==> src/rtl/pwm_duty_ctrl.sv <==
// rtl/pwm_duty_ctrl.sv - duty-select synchroniser/debouncer committing codes at PWM period wrap
// Build option PWM_DUTY_IMMEDIATE_EN: commit on debounce completion, ignoring period_wrap.
module pwm_duty_ctrl #(
    parameter int DB_CYCLES = 255,
    parameter int DBW       = 8
) (
    input  logic       clk,
    input  logic       rst_n,
    input  logic [3:0] sw_raw,
    input  logic       period_wrap,
    output logic [3:0] sw_out,
    output logic       duty_changed,
    output logic       busy
);

    typedef enum logic [1:0] {
        IDLE    = 2'd0,
        SETTLE  = 2'd1,
        PENDING = 2'd2
    } state_t;

    localparam logic [DBW-1:0] CNT_LAST = DBW'(DB_CYCLES - 1);

    state_t         state_q, state_d;
    logic [3:0]     s1_q, s2_q;
    logic [3:0]     cand_q, cand_d;
    logic [DBW-1:0] cnt_q, cnt_d;
    logic [3:0]     sw_out_q, sw_out_d;
    logic           dc_q, dc_d;

`ifdef PWM_DUTY_IMMEDIATE_EN
    logic unused_period_wrap;
    assign unused_period_wrap = period_wrap;
`endif

    always_ff @(posedge clk or negedge rst_n) begin
        if (!rst_n) begin
            state_q  <= IDLE;
            s1_q     <= 4'd0;
            s2_q     <= 4'd0;
            cand_q   <= 4'd0;
            cnt_q    <= '0;
            sw_out_q <= 4'd0;
            dc_q     <= 1'b0;
        end else begin
            state_q  <= state_d;
            s1_q     <= sw_raw;
            s2_q     <= s1_q;
            cand_q   <= cand_d;
            cnt_q    <= cnt_d;
            sw_out_q <= sw_out_d;
            dc_q     <= dc_d;
        end
    end

    always_comb begin
        state_d  = state_q;
        cand_d   = cand_q;
        cnt_d    = cnt_q;
        sw_out_d = sw_out_q;
        dc_d     = 1'b0;
        // A changed synchronised input always restarts debouncing, even over a wrap.
        if (s2_q != cand_q) begin
            cand_d  = s2_q;
            cnt_d   = '0;
            state_d = SETTLE;
        end else begin
            case (state_q)
                IDLE: cnt_d = '0;
                SETTLE: begin
                    if (cnt_q < CNT_LAST) begin
                        cnt_d = cnt_q + DBW'(1);
                    end else begin
                        cnt_d = '0;
                        if (cand_q == sw_out_q) begin
                            state_d = IDLE;
                        end else begin
`ifdef PWM_DUTY_IMMEDIATE_EN
                            sw_out_d = cand_q;
                            dc_d     = 1'b1;
                            state_d  = IDLE;
`else
                            state_d  = PENDING;
`endif
                        end
                    end
                end
                PENDING: begin
`ifdef PWM_DUTY_IMMEDIATE_EN
                    state_d = IDLE;
`else
                    if (period_wrap) begin
                        sw_out_d = cand_q;
                        dc_d     = 1'b1;
                        state_d  = IDLE;
                    end
`endif
                end
                default: state_d = IDLE;
            endcase
        end
    end

    assign sw_out       = sw_out_q;
    assign duty_changed = dc_q;
    assign busy         = (state_q != IDLE);

endmodule

==> config.mk <==
export PLATFORM = sky130hd
export DESIGN_NAME = pwm_duty_ctrl
export DESIGN_NICKNAME = d
export VERILOG_FILES = /design/src/rtl/pwm_duty_ctrl.sv
export SDC_FILE = /design/constraint.sdc
export NUM_CORES = 1
export LEC_CHECK = 0
export CAP_MARGIN = 20
export CORE_ASPECT_RATIO = 1.25
export CORE_MARGIN = 2
export CORE_UTILIZATION = 55
export CTS_CLUSTER_DIAMETER = 120
export DETAILED_ROUTE_END_ITERATION = 16
export PLACE_DENSITY = 0.79
export SLEW_MARGIN = 20
export SYNTH_ARGS = -nofsm -noshare
export SYNTH_HDL_FRONTEND = slang
export SYNTH_SLANG_ARGS = --single-unit
==> constraint.sdc <==
create_clock -name clk -period 4.3 [get_ports clk]
set_input_delay 0.43 -clock clk [delete_from_list [all_inputs] [get_ports clk]]
set_output_delay 0.43 -clock clk [all_outputs]
set_load 0.01 [all_outputs]
==> results of run 1 <==
state kept, by name, indices dropped and copies added, names as in the netlist:
| signal | cells |
|---|---|
| cnt_q | 8 |
| cand_q | 4 |
| s1_q | 4 |
| s2_q | 4 |
| sw_out | 4 |
| state_q | 2 |
| duty_changed | 1 |
metal layers:
metal / up-vias / wire (um) / track usage [%]
li1: 371 / - / -
met1: 360 / 762 / 20.5
met2: 17 / 927 / 26.7
met3: 2 / 62 / 3.25
met4: 0 / 20 / 9.80
met5: - / 0 / 0
area by class of cell:
class | count | area [um2] | share of cell area, %
multi-input combinational | 65 | 429 | 33.5
tap | 20 | 25.0 | 1.96
clock buffer | 3 | 22.5 | 1.76
clock inverter | 1 | 5.00 | 0.391
inverter | 2 | 7.51 | 0.587
sequential | 27 | 676 | 52.8
timing repair buffer | 12 | 115 | 8.99
report_power, final:
group | total (W) | switching (W) | internal [W]
Clock | 0.000103 | 0.0000681 | 0.0000348
Sequential | 0.000265 | 0.00000464 | 0.000260
Combinational | 0.0000177 | 0.00000904 | 0.00000862
Total | 0.000385 | 0.0000818 | 0.000304
cells in the mapped netlist, drive strengths merged, types with 3 or more instances:
master,instances
dfrtp,27
nand2,10
a21oi,7
clkbuf,6
nand3,6
mux2,4
o21ai,4
xnor2,4
xor2,4
nor2,3
nor4,3
o21a,3
or4,3
worst max-delay path, stage by stage (launching register included):
cell and delay, ns:
dfrtp_1 0.60, or2_2 0.38, clkdlybuf4s50_1 0.48
placed cells by master (no fill, tap or decap):
| cell | instances |
|---|---|
| or2_2 | 1 |
| a31oi_1 | 1 |
| clkinv_2 | 1 |
| o22ai_1 | 1 |
| nand3b_1 | 1 |
| mux2_1 | 1 |
| or4_1 | 3 |
| o21ai_1 | 1 |
| inv_1 | 2 |
| clkdlybuf4s50_1 | 11 |
| nor2_1 | 3 |
| nand2_1 | 10 |
| nand4_1 | 1 |
| nor3_4 | 1 |
| a21oi_1 | 7 |
| o21a_1 | 3 |
| o21ai_0 | 3 |
| nand4_2 | 1 |
| buf_2 | 1 |
| clkbuf_4 | 3 |
| mux2_2 | 3 |
| nand3_1 | 6 |
| o31ai_1 | 1 |
| xor2_1 | 4 |
| nor2b_1 | 1 |
| ha_1 | 1 |
| o41ai_1 | 1 |
| xnor2_1 | 4 |
| o21bai_1 | 1 |
| dfrtp_1 | 27 |
| nand2b_1 | 1 |
| or3_1 | 1 |
| nor4_1 | 3 |
worst min-delay path by stage:
stage | from | endpoint | slack [ns] | cells past startpoint
after floorplan | rst_n | cand_q[0]$_DFFE_PN0N_ | 0.13 | 0
after CTS | rst_n | sw_out[2]$_DFFE_PN0P_ | 0.09 | 1
final | rst_n | sw_out[2]$_DFFE_PN0P_ | 0.08 | 1
after global placement | s1_q[3]$_DFF_PN0_ | s2_q[3]$_DFF_PN0_ | 0.33 | 0
after global routing | rst_n | duty_changed$_DFF_PN0_ | 0.10 | 1
after detailed placement | s1_q[3]$_DFF_PN0_ | s2_q[3]$_DFF_PN0_ | 0.35 | 0
cells by family (layout without fill, tap and decap cells):
group / Yosys count / in the layout
DFF: 27 / 27
AOI/OAI and AO/OA: 19 / 19
muxes: 4 / 4
xor gates and xnor gates: 8 / 8
buffers and inverters: 10 / 18
and+or+nand+nor: 33 / 33
adders and majority gates: 1 / 1
stage by stage:
step | power [W] | utilization [%] | area [um2]
floorplan | 0.000277 | - | 1150
global placement | 0.000288 | 63.4 | 1260
detailed placement | 0.000288 | 63.2 | 1250
CTS | 0.000392 | 64.6 | 1280
global route | 0.000404 | 64.6 | 1280
finish | 0.000385 | 64.6 | 1280
==> run summary, run 1 <==
Outcome - completed
Initial antenna violation count - 0
Hold_ws - 0.0795 ns
DR pass1 iterations - 4
MaxCap Viol Count - 0
Largest net degree at the start of global routing - 28
Final setup fails - 0
Worst Skew - 0.00237 ns
Mapped Nets - 110
Post-route DRC - 0
Max FO, Critical Path - 20
Number of port buffers - 12
Post-placement cell count - 126
CTS root buf - clkbuf_4
Setup_tns - 0 ns
FFs w/ async S/R, synth - 100%
Clock sink count - 27
WL final - 1770 um
Initial DRC count - 12
Hold Vio Cnt, Final - 0
Top Ports - 13
Area of the core - 1980 um2
Vias in the first global route - 687
RD Place Congestion - 0.776
Pins Over Slew Limit - 0
Power Density - 301 nW/um2
Simple-gate area share of the yosys netlist - 16.3%
FILL cells - 153
Die span in y - 55.2 um
Inserted Clock Buffers - 3
Hold crit path type - primary input to asynchronous set/reset pin
Clock period minus final worst setup slack - 2.20 ns
Mux cell area share after synthesis - 3.91%
Arrival @ worst endpoint - 1.77 ns
Max Fclk - 0.455 GHz
Worst R2R Start - cand_q[1]$_DFFE_PN0N_
Starting Density - 58.1%
Clk buf depth - 2
Crit start category - register
Wire per inst - 13.6 um
DP Worst Slack - 2.34 ns
Gate Count Post-Synth - 102
Grt ovf - 0
Mean area per synthesized cell - 11.3 um2
Peak VDD IR - 0.000284 V
Main synth FF type - dfrtp_1
Row Count - 18
Synth cell types - 32
Synth top area share - 58.7%
XOR/XNOR Fraction of Synth Area - 6.09%
Chip Width - 44.9 um
CP startpoint - state_q[1]$_DFFE_PN0P_
Synthesized cell area - 1150 um2
Largest area contributor in the netlist - dfrtp_1
Critical Path RT - 3.87 ns
Area of the die - 2480 um2
HPWL Detailed - 1260 um
First-pass GRT wire length - 2880 um
Share of layout cells above drive strength 1 - 10.0%
Critical Path Sink - busy
Compound-Gate Fraction of Synth Area - 9.89%
EDFF count, synth - 0
Crit end category - output pin
Vias - 750
Critical R2R Capture - sw_out[0]$_DFFE_PN0P_
H-Tree Level Count - 1
Static leakage - 0.554 nW
Synthesis-to-finish area growth - 11.2%
Setup bufs post-CTS - 0
Type of the worst setup path - register to output pin
Ys Warns - 0
Final period util - 51.1%
Smallest setup slack after layout - 2.10 ns
Number of routed nets with antenna violations - 0
Finished Layout Cells - 130
Seq/Total Area, Yosys - 58.7%
Final #Nets - 119
Vias per cell - 5.77
Clk slew on worst S/H paths - 0.13 ns
Antenna fix cells - 0
Largest cells by area after synthesis - dfrtp_1, nand2_1, a21oi_1, xnor2_1, xor2_1
Clock latency on the worst-skew pair - 0.31 ns
Hold-fix buffers, CTS - 0
R2R depth - 4
Post-synthesis adder-cell area fraction - 1.09%
CTS tree - yes
Post-CTS sizing - 0
Worst reg2reg setup slack - 2.32 ns
Largest family of logic cells by synthesized area - simple AND/OR/NAND/NOR gates
GRT Util Overall - 16.5%
Worst-margin pin slew - 0.550 ns
Worst slew margin - 63.2%
Synth Register Bits - 27
RSZ-0062 raised after global routing - false
No activity file was read; power rests on OpenSTA's default activity.
==> run 2: changes to the inputs <==
Settings changed: CORE_UTILIZATION 55 to 53, PLACE_DENSITY 0.79 to 0.77.
Clock period 4.3 ns to 2.2 ns, I/O delays scaled along.
==> run 2 against run 1 <==
Compared with the run above:
- register-to-register slack worse by 1.9 ns
- largest power group unchanged
- critical endpoint unchanged
- flip-flop and latch count stayed put
- clock-buffer cell count stayed put
==> run summary, run 2 (same netlist as run 1, synthesis figures left out) <==
Clk buf depth - 2 (unchanged)
Max FFs per register - 8 (unchanged)
Largest net degree at the start of global routing - 28 (unchanged)
Vias per cell - 5.88 (was 5.77)
Final setup fails - 0 (unchanged)
Number of routed nets with antenna violations - 0 (unchanged)
Smallest setup slack after layout - 0.225 ns (was 2.10 ns)
Most common cell after layout, fill and taps aside - dfrtp_1 (unchanged)
Clock period minus final worst setup slack - 1.98 ns
Synthesis-to-finish area growth - 12.9% (was 11.2%)
H-Tree Level Count - 1 (unchanged)
Outcome - completed (unchanged)
Peak VDD IR - 0.000566 V (was 0.000284 V)
Finished Layout Cells - 132 (was 130)
Starting Density - 57.4% (was 58.1%)
Max FO, Critical Path - 20 (unchanged)
Post-layout util - 64.9% (was 64.6%)
Clock latency on the worst-skew pair - 0.31 ns (about the same)
Clk slew on worst S/H paths - 0.13 ns (about the same)
Vias - 776 (was 750)
Post-route DRC - 0 (unchanged)
CTS tree - yes (unchanged)
Worst slew margin - 65.2% (was 63.2%)
Hold Vio Cnt, Final - 0 (unchanged)
Final #Nets - 121 (was 119)
RD Place Congestion - 0.824 (was 0.776)
Final period util - 89.8%
Clock sink count - 27 (unchanged)
Worst-margin pin slew - 0.523 ns (was 0.550 ns)
MaxCap Viol Count - 0 (unchanged)
Power Density - 584 nW/um2 (was 301 nW/um2)
Met2 routed WL - 969 um (was 927 um)
Critical Path RT - 1.98 ns (was 3.87 ns)
Antenna fix cells - 0 (unchanged)
Setup bufs post-CTS - 0 (unchanged)
Max Fclk - 0.506 GHz
Initial antenna violation count - 0 (unchanged)
Vias in the first global route - 807 (was 687)
Inserted Clock Buffers - 3 (unchanged)
Chip Width - 45.7 um (was 44.9 um)
Area of the core - 2000 um2 (was 1980 um2)
Grt ovf - 0 (unchanged)
Pins Over Slew Limit - 0 (unchanged)
CTS root buf - clkbuf_4 (unchanged)
Worst R2R Start - cand_q[0]$_DFFE_PN0N_ (was cand_q[1]$_DFFE_PN0N_)
Hold-fix buffers, CTS - 0 (unchanged)
Static leakage - 0.563 nW (was 0.554 nW)
Arrival @ worst endpoint - 1.76 ns (was 1.77 ns)
Routed wl met3 - 51 um (was 62 um)
Setup_tns - 0 ns (unchanged)
Type of the worst setup path - register to output pin (unchanged)
Top Ports - 13 (unchanged)
Number of port buffers - 12 (unchanged)
Die span in y - 56.1 um (was 55.2 um)
DRT met1 WL - 815 um (was 762 um)
Biggest register - cnt_q (unchanged)
DR pass1 iterations - 4 (unchanged)
GRT Util Overall - 18.1% (was 16.5%)
RSZ-0062 raised after global routing - false (unchanged)
WL final - 1850 um (was 1770 um)
Worst Skew - 0.00148 ns (was 0.00237 ns)
Area of the die - 2560 um2 (was 2480 um2)
FILL cells - 158 (was 153)
Share of layout cells above drive strength 1 - 10.7% (was 10.0%)
Row Count - 18 (unchanged)
Crit end category - output pin (unchanged)
Hold crit path type - primary input to asynchronous set/reset pin (unchanged)
Highest routed layer - met4 (unchanged)
Initial DRC count - 12 (unchanged)
DP Worst Slack - 0.527 ns (was 2.34 ns)
Crit start category - register (unchanged)
HPWL Detailed - 1340 um (was 1260 um)
CP startpoint - state_q[1]$_DFFE_PN0P_ (unchanged)
Wire per inst - 14.0 um (was 13.6 um)
Post-placement cell count - 128 (was 126)
First-pass GRT wire length - 3470 um (was 2880 um)
Post-CTS sizing - 0 (unchanged)
Commonest non-fill, non-tap cells in the layout - dfrtp_1, clkdlybuf4s50_1, nand2_1 (unchanged)
-- run 2: routing by layer --
layer	vias to the layer above	global-route usage, %
met1	383	24.4
met4	0	7.56
li1	377	-
met5	-	0
met3	2	1.95
met2	14	28.8
-- run 2: layout make-up --
| type | count | area, um2 | area share [%] |
|---|---|---|---|
| well taps | 20 | 25.0 | 1.92 |
| flip-flops and latches | 27 | 676 | 52.0 |
| inverters | 2 | 7.51 | 0.577 |
| clock inverters | 1 | 5.00 | 0.385 |
| clock buffers | 3 | 22.5 | 1.73 |
| repair buffers | 14 | 135 | 10.4 |
| multi-input cells | 65 | 429 | 33.0 |
-- run 2: worst paths after layout --
path	end	cells past startpoint	slack [ns]
max	busy	2	0.22
min	cnt_q[5]$_DFFE_PN0P_	2	0.25
max reg2reg	cnt_q[4]$_DFFE_PN0P_	5	0.44
min reg2reg	s2_q[2]$_DFF_PN0_	0	0.37
max in group asynchronous	cnt_q[2]$_DFFE_PN0P_	2	1.70
min in group clk	s1_q[1]$_DFF_PN0_	1	0.33
-- run 2: per-stage QoR --
step / hold slack [ns] / area, um2 / power [W]
final: 0.253 / 1300 / 0.000759
after global routing: 0.271 / 1300 / 0.000796
after CTS: 0.264 / 1300 / 0.000769
after detailed placement: 0.339 / 1270 / 0.000567
after global placement: 0.337 / 1270 / 0.000565
after floorplan: -0.0756 / 1150 / 0.000542
-- run 2: power by group --
group          internal (W)  leakage (nW)  switching, W
clock             0.0000680        0.0177      0.000135
combinational     0.0000200         0.201     0.0000188
sequential         0.000508         0.344    0.00000915
-- run 2: worst max-delay path, stage by stage, from the launching register on --
cell and delay, ns:
dfrtp_1 0.59, or2_2 0.37, clkdlybuf4s50_1 0.48
